$ cat config.mk
export PLATFORM = sky130hd
export DESIGN_NAME = dmem_arbiter_flat
export DESIGN_NICKNAME = d
export VERILOG_FILES = /design/src/rtl/dmem_arbiter_if.sv /design/src/rtl/dmem_arbiter.sv /design/src/flat_wrapper.sv
export SDC_FILE = /design/constraint.sdc
export NUM_CORES = 1
export LEC_CHECK = 0
export CORE_MARGIN = 4
export CORE_UTILIZATION = 39
export DETAILED_ROUTE_END_ITERATION = 10
export GPL_TIMING_DRIVEN = 0
export HOLD_SLACK_MARGIN = 0.08
export PLACE_DENSITY = 0.78
export SLEW_MARGIN = 0
export SYNTH_ARGS = -nofsm -noshare
export SYNTH_HDL_FRONTEND = slang
export SYNTH_SLANG_ARGS = --single-unit
$ cat constraint.sdc
create_clock -name clk -period 5.1 [get_ports clk]
set_clock_uncertainty 0.15 [all_clocks]
set_input_delay 1.02 -clock clk [delete_from_list [all_inputs] [get_ports clk]]
set_output_delay 1.02 -clock clk [all_outputs]
set_load 0.03 [all_outputs]
$ cat src/rtl/dmem_arbiter_if.sv
// Requester-side bus for one data-memory port (core M stage or DMA/loader).
interface dmem_arbiter_if #(
  parameter int unsigned DATA_WIDTH = 32
) ();
  logic                  req;
  logic                  we;
  logic [31:0]           addr;
  logic [DATA_WIDTH-1:0] wdata;
  logic                  done;
  logic [DATA_WIDTH-1:0] rdata;

  // Requester drives the access, arbiter answers with done/rdata
  modport master (
    output req, we, addr, wdata,
    input  done, rdata
  );

  modport slave (
    input  req, we, addr, wdata,
    output done, rdata
  );
endinterface

$ cat src/rtl/dmem_arbiter.sv
// Round-robin sequencer sharing a single-port data memory between the core
// M stage and a DMA port; one outstanding whole-word access at a time.
module dmem_arbiter #(
  parameter int unsigned ADDR_WIDTH = 5,
  parameter int unsigned DATA_WIDTH = 32,
  parameter int unsigned MEM_LAT    = 1
) (
  input  logic                  clk,
  input  logic                  rst,
  dmem_arbiter_if.slave         core,
  dmem_arbiter_if.slave         dma,
  output logic                  mem_en,
  output logic                  mem_we,
  output logic [ADDR_WIDTH-1:0] mem_addr,
  output logic [DATA_WIDTH-1:0] mem_wdata,
  input  logic [DATA_WIDTH-1:0] mem_rdata,
  output logic                  stall_m,
  output logic                  busy
);

  localparam int unsigned CNT_WIDTH = 4;

  typedef enum logic [1:0] {
    IDLE  = 2'd0,
    ISSUE = 2'd1,
    WAIT  = 2'd2,
    RESP  = 2'd3
  } state_t;

  typedef enum logic {
    GNT_CORE = 1'b0,
    GNT_DMA  = 1'b1
  } grant_t;

  state_t                r_state;
  grant_t                r_grant;
  grant_t                r_last_grant;
  logic                  r_we;
  logic [CNT_WIDTH-1:0]  r_cnt;
  logic                  w_pick_core;
  grant_t                w_grant;
  logic                  w_unused;

  // Core wins when alone or when DMA was served last
  assign w_pick_core = core.req && (!dma.req || (r_last_grant == GNT_DMA));
  assign w_grant     = w_pick_core ? GNT_CORE : GNT_DMA;

  // Byte-offset and wrap-around address bits are intentionally dropped
  assign w_unused = ^{core.addr[1:0], core.addr[31:ADDR_WIDTH+2],
                      dma.addr[1:0],  dma.addr[31:ADDR_WIDTH+2]};

  // Status: stall the M stage while a core access is outstanding
  assign stall_m = !rst && core.req && !core.done;
  assign busy    = (r_state != IDLE);

  // Access sequencer: IDLE -> ISSUE -> WAIT -> RESP, all outputs registered
  always_ff @(posedge clk or posedge rst) begin
    if (rst) begin
      r_state      <= IDLE;
      r_grant      <= GNT_CORE;
      r_last_grant <= GNT_DMA;
      r_we         <= 1'b0;
      r_cnt        <= '0;
      mem_en       <= 1'b0;
      mem_we       <= 1'b0;
      mem_addr     <= '0;
      mem_wdata    <= '0;
      core.done    <= 1'b0;
      core.rdata   <= '0;
      dma.done     <= 1'b0;
      dma.rdata    <= '0;
    end else begin
      core.done <= 1'b0;
      dma.done  <= 1'b0;
      case (r_state)
        IDLE: begin
          if (core.req || dma.req) begin
            r_grant      <= w_grant;
            r_last_grant <= w_grant;
            mem_en       <= 1'b1;
            r_state      <= ISSUE;
            if (w_pick_core) begin
              r_we      <= core.we;
              mem_we    <= core.we;
              mem_addr  <= core.addr[ADDR_WIDTH+1:2];
              mem_wdata <= core.wdata;
            end else begin
              r_we      <= dma.we;
              mem_we    <= dma.we;
              mem_addr  <= dma.addr[ADDR_WIDTH+1:2];
              mem_wdata <= dma.wdata;
            end
          end
        end
        ISSUE: begin
          mem_en  <= 1'b0;
          mem_we  <= 1'b0;
          r_cnt   <= CNT_WIDTH'(MEM_LAT - 1);
          r_state <= WAIT;
        end
        WAIT: begin
          if (r_cnt == '0) begin
            if (r_grant == GNT_CORE) begin
              core.done <= 1'b1;
              if (!r_we) core.rdata <= mem_rdata;
            end else begin
              dma.done <= 1'b1;
              if (!r_we) dma.rdata <= mem_rdata;
            end
            r_state <= RESP;
          end else begin
            r_cnt <= r_cnt - CNT_WIDTH'(1);
          end
        end
        RESP: begin
          r_state <= IDLE;
        end
        default: begin
          r_state <= IDLE;
        end
      endcase
    end
  end

endmodule

$ cat src/flat_wrapper.sv
// flat-port wrapper written by rule: the top's interface ports become plain ports
module dmem_arbiter_flat 
#(
  parameter int unsigned ADDR_WIDTH = 5,
  parameter int unsigned DATA_WIDTH = 32,
  parameter int unsigned MEM_LAT    = 1
)
  (clk, rst, mem_en, mem_we, mem_addr, mem_wdata, mem_rdata, stall_m, busy, core_req, core_we, core_addr, core_wdata, core_done, core_rdata, dma_req, dma_we, dma_addr, dma_wdata, dma_done, dma_rdata);
  dmem_arbiter_if #(.DATA_WIDTH(DATA_WIDTH)) core_i ();
  dmem_arbiter_if #(.DATA_WIDTH(DATA_WIDTH)) dma_i ();
  input  logic clk;
  input  logic rst;
  output logic mem_en;
  output logic mem_we;
  output logic [ADDR_WIDTH-1:0] mem_addr;
  output logic [DATA_WIDTH-1:0] mem_wdata;
  input  logic [DATA_WIDTH-1:0] mem_rdata;
  output logic stall_m;
  output logic busy;
  input wire logic [$bits(core_i.req)-1:0] core_req;
  input wire logic [$bits(core_i.we)-1:0] core_we;
  input wire logic [$bits(core_i.addr)-1:0] core_addr;
  input wire logic [$bits(core_i.wdata)-1:0] core_wdata;
  output wire logic [$bits(core_i.done)-1:0] core_done;
  output wire logic [$bits(core_i.rdata)-1:0] core_rdata;
  input wire logic [$bits(dma_i.req)-1:0] dma_req;
  input wire logic [$bits(dma_i.we)-1:0] dma_we;
  input wire logic [$bits(dma_i.addr)-1:0] dma_addr;
  input wire logic [$bits(dma_i.wdata)-1:0] dma_wdata;
  output wire logic [$bits(dma_i.done)-1:0] dma_done;
  output wire logic [$bits(dma_i.rdata)-1:0] dma_rdata;
  assign core_i.req = core_req;
  assign core_i.we = core_we;
  assign core_i.addr = core_addr;
  assign core_i.wdata = core_wdata;
  assign core_done = core_i.done;
  assign core_rdata = core_i.rdata;
  assign dma_i.req = dma_req;
  assign dma_i.we = dma_we;
  assign dma_i.addr = dma_addr;
  assign dma_i.wdata = dma_wdata;
  assign dma_done = dma_i.done;
  assign dma_rdata = dma_i.rdata;
  dmem_arbiter #(.ADDR_WIDTH(ADDR_WIDTH), .DATA_WIDTH(DATA_WIDTH), .MEM_LAT(MEM_LAT)) u_core (.clk(clk), .rst(rst), .core(core_i), .dma(dma_i), .mem_en(mem_en), .mem_we(mem_we), .mem_addr(mem_addr), .mem_wdata(mem_wdata), .mem_rdata(mem_rdata), .stall_m(stall_m), .busy(busy));
endmodule
Word level (Yosys, flattened, before mapping)
Cells that the tools add are included.
Widths: inputs -> output; s select.
Storage, ports and cells
  bits in registers: 114
  output and inout bits: 107
  logic and storage cells: 60
  bits of input ports: 166
Operators by class
  multiplexer cells: 19
  eq/ne operators: 6
  add/subtract/negate cells: 1
  bitwise logic cells: 2
  reduce and logical (&&, ||, !) cells: 19
Operators with widths (number)
  $mux 32: 1
  $mux 1: 10
  $pmux 2 s4: 1
  $pmux 4 s2: 1
  $reduce_and 2->1: 4
  $reduce_and 4->1: 2
  $reduce_bool 2->1: 3
  $mux 5: 1
  $eq 2x2->1 const B: 2
  $logic_not 4->1: 1
  $mux 2: 2
  $mux 4: 1
  $ne 2x1->1 const B: 2
  $pmux 1 s2: 2
  $sub 4x1->4 const B: 1
  $logic_and 1x1->1: 3
  $logic_not 1->1: 3
  $eq 2x1->1 const B: 1
  $logic_not 2->1: 1
  $logic_or 1x1->1: 2
  $ne 2x2->1 const B: 1
  $not 1->1: 2

Longest topological paths before layout
Gate-level depths: netlist (run 1).
  depth in word-level cells: 6
  depth in mapped cells: 7
  mapped depth without buffers: 5

Worst setup path before layout (run 1)
No wires, ideal clock.
  kind: input -> output
  start: input core_req
  end: output stall_m
  stages on the path: 4
  slack: 1828 ps
  arrival: 2102 ps
  cells stage by stage: buf_2 > inv_1 > clkbuf_1 > nor3_1
Between the ends
  word-level cells in the longest chain between the ends: 2
RTL lines
  from (decl): RTL line flat_wrapper.sv:20  | input wire logic [$bits(core_i.req)-1:0] core_req;
  $logic_and 1x1->1 (2 in series): RTL line dmem_arbiter.sv:53  | assign stall_m = !rst && core.req && !core.done;
  to (decl): RTL line flat_wrapper.sv:18  | output logic stall_m;
No other way between the ends.

Worst setup path after layout (run 1)
Same ends and word-level chain as after synthesis.

==> results of run 1 <==
==> cell usage in the layout (no fill, tap or decap), drive strengths merged, types with 2 or more instances in the layout <==
cell type	count
a21oi	2
a31oi	40
buf	9
bufinv	2
clkbuf	45
clkdlybuf4s50	217
clkinv	7
clkinvlp	2
dfrtp	113
ha	5
inv	8
mux2	65
mux2i	3
nand2	6
nand2b	3
nand3	40
nor2	44
nor3	2
o21ai	40
==> logic make-up (layout without fill, tap and decap cells) <==
family | after synthesis | count (layout)
flip-flops | 114 | 114
multiplexers | 68 | 68
buffers and inverters | 41 | 290
AND/OR/NAND/NOR | 103 | 103
adder cells (fa/ha/maj) | 5 | 5
AO/OA/AOI/OAI | 86 | 86
==> power groups by stage <==
stage / Sequential [µW] / Clock (µW) / Combinational (µW)
3_3_place_gp: 1590 / 0 / 2860
2_1_floorplan: 2430 / 0 / 863
6_report: 1610 / 1120 / 2890
5_1_grt: 1660 / 1180 / 3050
4_1_cts: 1610 / 1140 / 2920
3_5_place_dp: 1620 / 0 / 2900
==> sequential cells by signal (all words and copies together) (netlist names) <==
register	flops
u_core.core.rdata	32
u_core.dma.rdata	32
u_core.mem_wdata	32
u_core.mem_addr	5
u_core.r_cnt	4
u_core.r_state	2
u_core.core.done	1
u_core.dma.done	1
u_core.mem_en	1
u_core.mem_we	1
u_core.r_grant	1
u_core.r_last_grant	1
u_core.r_we	1
==> worst paths after layout <==
kind                                         from              endpoint  slack [ns]  cells after the start
worst max-delay path                     core_req               stall_m        1.43                      5
worst min-delay path               u_core.r_grant      u_core.core.done        0.35                      1
worst max register to register  u_core.r_state[0]   u_core.mem_wdata[3]        2.83                      7
worst min register to register     u_core.r_grant      u_core.core.done        0.35                      1
max in group asynchronous                     rst   u_core.dma.rdata[4]        3.14                      3
min in group asynchronous                     rst  u_core.mem_wdata[21]        0.92                      2
==> final cells by class <==
class | count | area [µm²] | area share
sequential | 114 | 2850 | 0.358
tap | 172 | 215 | 0.0270
clock inverter | 11 | 114 | 0.0143
buffer | 33 | 185 | 0.0233
multi-input combinational | 262 | 1910 | 0.240
clock buffer | 20 | 447 | 0.0561
inverter | 8 | 32.5 | 0.00409
timing repair buffer | 218 | 2200 | 0.276
==> routing by layer <==
layer,part of all wire,GRT usage
met1,0.40,0.236
met2,0.50,0.345
met3,0.089,0.0765
met4,0.014,0.0715
met5,0,0
==> through the flow <==
stage | hold slack [ns] | setup TNS, ns | worst slack, ns | instance area, µm² | total power [µW]
after detailed placement | 0.334 | 0 | 1.42 | 7400 | 4520
after global placement | 0.321 | -76.28 | -0.684 | 7370 | 4450
after global routing | 0.365 | 0 | 1.36 | 7960 | 5890
final | 0.349 | 0 | 1.43 | 7960 | 5620
after floorplan | 0.301 | 0 | 0.916 | 4980 | 3290
after CTS | 0.341 | 0 | 1.40 | 7960 | 5670
==> worst max-delay path, delay by kind of cell <==
kind	cells	cell delay, ns
buf+inv	4	1.23
simple gates	1	0.24
==> key figures, run 1 <==
Setup path
  • Slowest stage cell, crit path: clkdlybuf4s50_1
  • Crit path cell chain: buf_2, inv_1, clkbuf_1, nor3_1, clkdlybuf4s50_1
  • Kind of critical path: input port to output pin
  • Critical Path End Type: output pin
  • Worst path arrival time: 2.50 ns
  • Worst path max stage delay: 0.70 ns
  • Startpoint types: input port
  • CP max FO: 10
  • WP data required: 3.93 ns

STA
  • Final worst path period need: 3.67 ns
  • Hold Fails Final Rpt: 0
  • FMAX: 272 MHz
  • Finish-stage setup viols: 0
  • Final Max Tran Viols: 0
  • RSZ-0062 raised after global routing: false
  • Least-Margin Pin Slew: 0.593 ns
  • Period utilization: 0.720
  • Max-slew headroom: 0.605

Routing
  • Detailed Route Iter0 Violations: 247
  • Drt via density: 5.03
  • Antenna-violating nets left: 0
  • DRC: 0
  • WL per Instance: 17.7 µm
  • Routed via count: 4,211
  • Detailed Routing Iterations Pass 1: 4
  • Final Routed Wirelength: 14.8 mm

Synthesis
  • Async SR Flop Fraction: 1.00
  • Syn Nets: 588
  • Synth Area in XOR/XNOR: 0
  • Mux cell area share after synthesis: 0.175
  • Yosys reg bits: 114
  • Post-synth design cell area: 4980 µm²
  • Yosys top cell by area: dfrtp_1
  • Cell count after synthesis: 417
  • Count leader, synth: dfrtp_1
  • Compound-gate portion of the synthesized area: 0.0992
  • Synth cell count leaders: 113 x dfrtp_1, 44 x nor2_1, 40 x a31oi_1, 40 x nand3_1, 40 x o21ai_0
  • Synth Area in Simple Gates: 0.0969
  • Yosys top cell area share: 0.567
  • Syn Area/Cell: 12.0 µm²
  • Seq/Total Area, Yosys: 0.573
  • Synth Flop Type: dfrtp_1
  • Yosys warning count: 0
  • Number of flops mapped to enable cells by yosys: 0
  • Adder-cell share of the synthesized area: 0.0126
  • Top cells by area, synth: dfrtp_1 57%, mux2_4 9.0%, mux2_2 7.9%
  • Largest family of logic cells by synthesized area: multiplexers
  • Netlist cell types: 31

Power
  • Int Pwr: 3390 µW
  • Cell Pwr Density: 706 nW/µm²
  • Clock share of power: 0.199
  • P_sw: 2220 µW
  • Switch share: 0.396
  • Power share of the combinational group: 0.514
  • Sequential Power Share: 0.287
  • Pleak: 0.00335 µW
  • Worst VDD drop: 268 µV

Placement
  • Gp weighted congestion: 0.797
  • Port Buffers: 217
  • Hpwl dp: 11.2 mm
  • Placed cell count: 807

Layout
  • Antenna cells: 0
  • Area Growth Syn to Fin: 59.8%
  • Filler-free cell count of the finished design: 838
  • Share of cells above drive strength 1: 0.161
  • Fillers: 1,000
  • Nets@finish: 825
  • Final design utilization: 0.633

Clock network
  • Clock Latency Late Sink: 0.41 ns
  • CTS Buffer Depth: 2
  • CTS tree: done
  • Clock Tree Root: clkbuf_16
  • Clock sink count: 114
  • Worst-path clk slew: 0.05 ns
  • Postcts setup bufs: 0
  • Gates resized, CTS repair: 0
  • CTS Hold Bufs: 0
  • Max H-tree Level: 4
  • CTS Buf Count: 17

GRT
  • Largest net degree at the start of global routing: 73
  • Initial antenna violation count: 0
  • First-pass GRT wire length: 23.2 mm
  • GRT Overall Usage: 0.204
  • Congestion Overflow GR: 0
  • Number of global-route vias before repair: 4,446

Die
  • Initial Util: 0.397
  • DIE AREA: 14,700 µm²
  • Die H: 121 µm
  • Die span in x: 121 µm
  • FP Rows: 41
  • Core area: 12,600 µm²
  • I/O pin count: 273

Run status
  • Status: complete, no violations

Job
  • Maxcap violations: 0

Worst hold path
  • Hold Path Class: flip-flop to flip-flop
Power figures use the tool's default switching activity.
==> run 2, diff against run 1 <==
==> constraint.sdc (replaced) <==
create_clock -name clk -period 3.7 [get_ports clk]
set_clock_uncertainty 0.15 [all_clocks]
set_input_delay 0.74 -clock clk [delete_from_list [all_inputs] [get_ports clk]]
set_output_delay 0.74 -clock clk [all_outputs]
set_load 0.03 [all_outputs]
==> run 2 against run 1 <==
Compared with the run above:
- worst hold slack lost 0.010 ns
- sequential share of layout area shrank 0.52 points
- register-to-register slack lost 1.4 ns
- non-clock buffer count grew 2
- critical path depth is the same
- global-route usage grew 0.68 points
- first-iteration DRC count grew 17%
- combinational power grew 38%
- largest cell class unchanged
==> key figures, run 2 (synthesized netlist as in run 1, its figures left out) <==
Setup path
  • Worst path arrival time: 2.20 ns
  • Startpoint types: input port
  • Crit path from: core_req
  • Critical Path End Type: output pin
  • CP max FO: 10
  • Kind of critical path: input port to output pin
  • WP data required: 2.81 ns
  • R2R Path Start: u_core.r_state[0]

Clock network
  • CTS tree: done
  • Gates resized, CTS repair: 0
  • CTS Buffer Depth: 2
  • Clock sink count: 114
  • CTS Hold Bufs: 0
  • Clock Tree Root: clkbuf_16
  • Clock Latency Late Sink: 0.40 ns
  • Max H-tree Level: 4
  • CTS Buf Count: 17
  • Postcts setup bufs: 0
  • Worst-path clk slew: 0.05 ns

STA
  • FMAX: 324 MHz
  • Max-slew headroom: 0.627
  • Least-Margin Pin Slew: 0.559 ns
  • Finish-stage setup viols: 0
  • Setup_tns: 0 ns
  • Final hold slack: 0.339 ns
  • Hold Fails Final Rpt: 0
  • RSZ-0062 raised after global routing: false
  • Final Max Tran Viols: 0
  • Period utilization: 0.835
  • Final worst path period need: 3.09 ns

Routing
  • WL per Instance: 18.0 µm
  • Antenna-violating nets left: 0
  • DRC: 0
  • Detailed Routing Iterations Pass 1: 4
  • Detailed Route Iter0 Violations: 288
  • Routed via count: 4,246
  • Final Routed Wirelength: 15.2 mm
  • Drt via density: 5.05

Layout
  • Largest registers: u_core.core.rdata (32), u_core.dma.rdata (32), u_core.mem_wdata (32)
  • Design area: 8080 µm²
  • Most frequent cells in the layout: 217 x clkdlybuf4s50_1, 113 x dfrtp_1, 44 x nor2_1
  • Area Growth Syn to Fin: 62.1%
  • Nets@finish: 827
  • Most common cell after layout, fill and taps aside: clkdlybuf4s50_1
  • Antenna cells: 0
  • Share of cells above drive strength 1: 0.162

Die
  • Die H: 121 µm
  • I/O pin count: 273
  • Core area: 12,600 µm²
  • FP Rows: 41
  • Die span in x: 121 µm
  • DIE AREA: 14,700 µm²
  • Initial Util: 0.397

GRT
  • First-pass GRT wire length: 23.8 mm
  • Congestion Overflow GR: 0
  • Initial antenna violation count: 0
  • Largest net degree at the start of global routing: 42
  • GRT Overall Usage: 0.210
  • Number of global-route vias before repair: 4,445

Power
  • Worst VDD drop: 354 µV
  • Cell Pwr Density: 990 nW/µm²
  • Power Total: 7990 µW
  • Pleak: 0.00339 µW

Placement
  • Hpwl dp: 11.6 mm
  • Gp weighted congestion: 0.808
  • Placed cell areas: 7430 µm²
  • Port Buffers: 217

Job
  • Maxcap violations: 0

Run status
  • Status: complete, no violations

Worst hold path
  • Hold wc startpoint: u_core.r_grant
  • Hold Path Class: flip-flop to flip-flop
-- run 2: cell count changes in the layout (fill, tap and decap cells not counted), sizes merged --
cell	previous run	this run
buf	9	11
clkinvlp	2	3
clkinv	7	2
bufinv	2	5
inv	8	7
clkbuf	45	47
-- run 2: per-stage QoR --
stage	utilization	cells	setup slack (ns)
2_1_floorplan	-	417	0.988
3_3_place_gp	0.587	806	0.365
3_5_place_dp	0.592	809	0.597
4_1_cts	0.643	840	0.591
5_1_grt	0.643	840	0.519
6_report	0.643	840	0.609
-- run 2: path summary, 6_finish.rpt --
path,endpoint,slack (ns),cells past startpoint
worst max-delay path,stall_m,0.61,5
worst max register to register,u_core.core.rdata[3],1.44,7
min in group asynchronous,u_core.mem_addr[0],0.50,2
worst min-delay path,u_core.core.done,0.34,1
worst min register to register,u_core.core.done,0.34,1
max in group asynchronous,u_core.core.rdata[17],2.23,4
-- run 2: area by class of cell --
type	instances	area [µm²]
sequential	114	2850
inverter	8	33.8
buffer	33	185
timing repair buffer	220	2230
clock inverter	9	179
tap	172	215
fill	949	4490
clock buffer	22	464
multi-input combinational	262	1910
-- run 2: report_power, final --
part | leakage [µW] | internal, µW | switching [µW]
Sequential | 0.00132 | 1880 | 357
Combinational | 0.00176 | 1810 | 2180
Clock | 0.000306 | 1230 | 540
-- run 2: worst max-delay path, stage by stage --
cell	delay [ns]
buf_2	0.18
inv_1	0.10
clkbuf_1	0.24
nor3_1	0.23
clkdlybuf4s50_1	0.70
-- run 2: routing by layer --
layer  global-route usage  vias up  share of wire
met5                    0        -              0
met4               0.0765        0          0.016
met3               0.0914       22           0.10
met2                0.355      183           0.49
met1                0.236     2070           0.39
li1                     -     1971              -
==> run 3, diff against run 2 <==
--- a/config.mk
+++ b/config.mk
@@ -6,11 +6,11 @@
 export NUM_CORES = 1
 export LEC_CHECK = 0
 export CORE_MARGIN = 4
-export CORE_UTILIZATION = 39
+export CORE_UTILIZATION = 35
 export DETAILED_ROUTE_END_ITERATION = 10
 export GPL_TIMING_DRIVEN = 0
 export HOLD_SLACK_MARGIN = 0.08
-export PLACE_DENSITY = 0.78
+export PLACE_DENSITY = 0.73
 export SLEW_MARGIN = 0
 export SYNTH_ARGS = -nofsm -noshare
 export SYNTH_HDL_FRONTEND = slang
==> constraint.sdc (replaced) <==
create_clock -name clk -period 2.8 [get_ports clk]
set_clock_uncertainty 0.15 [all_clocks]
set_input_delay 0.56 -clock clk [delete_from_list [all_inputs] [get_ports clk]]
set_output_delay 0.56 -clock clk [all_outputs]
set_load 0.03 [all_outputs]
==> run 3 against run 2 <==
Compared with the run above:
- power grew 31%
- via count grew 0.94%
- die area grew 11%
- wire length shrank 1.2%
- critical endpoint is now busy
==> key figures, run 3 (synthesized netlist as in run 1, its figures left out) <==
Layout
  • Design area: 8080 µm²
  • Nets@finish: 827
  • Largest registers: u_core.core.rdata (32), u_core.dma.rdata (32), u_core.mem_wdata (32)
  • Area Growth Syn to Fin: 62.2%
  • Share of cells above drive strength 1: 0.166
  • Antenna cells: 0
  • Most common cell after layout, fill and taps aside: clkdlybuf4s50_1
  • Most frequent cells in the layout: 216 x clkdlybuf4s50_1, 113 x dfrtp_1, 44 x nor2_1

STA
  • RSZ-0062 raised after global routing: false
  • Least-Margin Pin Slew: 0.613 ns
  • Hold Fails Final Rpt: 0
  • Period utilization: 0.929
  • Max-slew headroom: 0.591
  • Final Max Tran Viols: 0
  • Final worst path period need: 2.60 ns
  • FMAX: 384 MHz
  • Finish-stage setup viols: 0

Die
  • Die span in x: 127 µm
  • Die H: 127 µm
  • Initial Util: 0.358
  • I/O pin count: 273
  • DIE AREA: 16,200 µm²
  • Core area: 13,900 µm²
  • FP Rows: 43

Placement
  • Port Buffers: 217
  • Placed cell areas: 7440 µm²
  • Hpwl dp: 11.5 mm
  • Gp weighted congestion: 0.828

Clock network
  • CTS Buffer Depth: 2
  • Clock Latency Late Sink: 0.41 ns
  • Max H-tree Level: 4
  • CTS tree: done
  • CTS Hold Bufs: 0
  • CTS Buf Count: 17
  • Clock sink count: 114
  • Clock Tree Root: clkbuf_16
  • Worst-path clk slew: 0.06 ns

Setup path
  • Slowest stage cell, crit path: clkdlybuf4s50_1
  • WP data required: 2.09 ns
  • Critical Path End Type: output pin
  • Crit path cell chain: inv_1, ha_1, inv_1, clkdlybuf4s50_1
  • Reg2Reg Setup Slack: 0.48 ns
  • CP max FO: 6
  • Most Frequent Cell on Critical Path: inv_1
  • Kind of critical path: flip-flop to output pin
  • Startpoint types: flip-flop
  • R2R Path Start: u_core.r_state[0]
  • Reg2Reg Depth: 6
  • Worst path max stage delay: 0.66 ns
  • Reg-to-reg endpoint: u_core.mem_wdata[31]
  • Worst path arrival time: 1.89 ns

Worst hold path
  • Hold Path Class: input port to asynchronous set/reset pin

GRT
  • Congestion Overflow GR: 0
  • First-pass GRT wire length: 24.0 mm
  • Initial antenna violation count: 0
  • GRT Overall Usage: 0.189
  • Number of global-route vias before repair: 4,520
  • Largest net degree at the start of global routing: 43

Routing
  • DRC: 0
  • Final Routed Wirelength: 15.0 mm
  • Drt via density: 5.05
  • Antenna-violating nets left: 0
  • Routed via count: 4,286
  • Detailed Route Iter0 Violations: 247
  • WL per Instance: 17.6 µm
  • Detailed Routing Iterations Pass 1: 4

Power
  • Sequential Power Share: 0.280
  • Cell Pwr Density: 1300 nW/µm²
  • Pleak: 0.00340 µW
  • Worst VDD drop: 460 µV
  • P_sw: 4090 µW
  • Power share of the combinational group: 0.501
  • Switch share: 0.389
  • Int Pwr: 6410 µW
  • Power Total: 10,500 µW
  • Clock share of power: 0.219

Job
  • Maxcap violations: 0

Run status
  • Status: complete, no violations
run 3: cell count changes in the layout (fill, tap and decap cells not counted):
cell             previous run  this run
bufinv_16                   5         4
clkbuf_1                   28        26
clkdlybuf4s50_1           217       216
clkinv_2                    1         2
clkinvlp_4                  3         4
dlymetal6s2s_1              0         1
inv_6                       0         2
run 3: final cells by class:
type                       instances  area (µm²)
tap                              180         225
inverter                           8        33.8
fill                            1147        5850
timing repair buffer             220        2230
sequential                       114        2850
clock inverter                    12         179
buffer                            33         185
clock buffer                      20         457
multi-input combinational        262        1910
run 3: how the worst max path moves through the flow:
stage	startpoint	cells past startpoint	slack [ns]	end
2_1_floorplan	core_req	4	0.45	stall_m
3_3_place_gp	rst	2	-0.40	u_core.dma.rdata[3]
3_5_place_dp	core_req	5	0.02	stall_m
4_1_cts	core_req	5	0.02	stall_m
5_1_grt	u_core.r_state[0]	4	0.11	busy
6_report	u_core.r_state[0]	4	0.20	busy
run 3: metrics by stage:
stage	hold slack [ns]	utilization	setup TNS (ns)	std cells	worst slack [ns]
after floorplan	0.301	-	0	417	0.448
after global placement	0.326	0.530	-44.05	814	-0.397
after detailed placement	0.343	0.534	0	817	0.0189
after CTS	0.287	0.580	0	849	0.0167
after global routing	0.308	0.580	0	849	0.106
final	0.306	0.580	0	849	0.198
run 3: what timing repair did:
item / in CTS / in global routing
setup endpoints to repair: 0 / 1
gates resized for setup: 0 / 1
setup buffers: 0 / 0
run 3: worst max-delay path, delay by kind of cell, from the launching register on:
kind                       cells  cell delay [ns]
adders and majority gates      1             0.29
buffers and inverters          3             0.83
DFF                            1             0.37
run 3: layer usage:
| layer | routed length [µm] | global-route usage | vias up |
|---|---|---|---|
| met1 | 6280 | 0.235 | 2089 |
| met4 | 248 | 0.0713 | 0 |
| li1 | - | - | 1976 |
| met2 | 7060 | 0.300 | 199 |
| met3 | 1390 | 0.0698 | 22 |
| met5 | 0 | 0 | - |
run 3: power groups by stage:
stage,registers [µW],clock network (µW),logic [µW]
after floorplan,4430,0,1570
after CTS,2940,2350,5320
final,2940,2300,5260
after detailed placement,2950,0,5310
after global routing,3040,2440,5570
after global placement,2900,0,5230
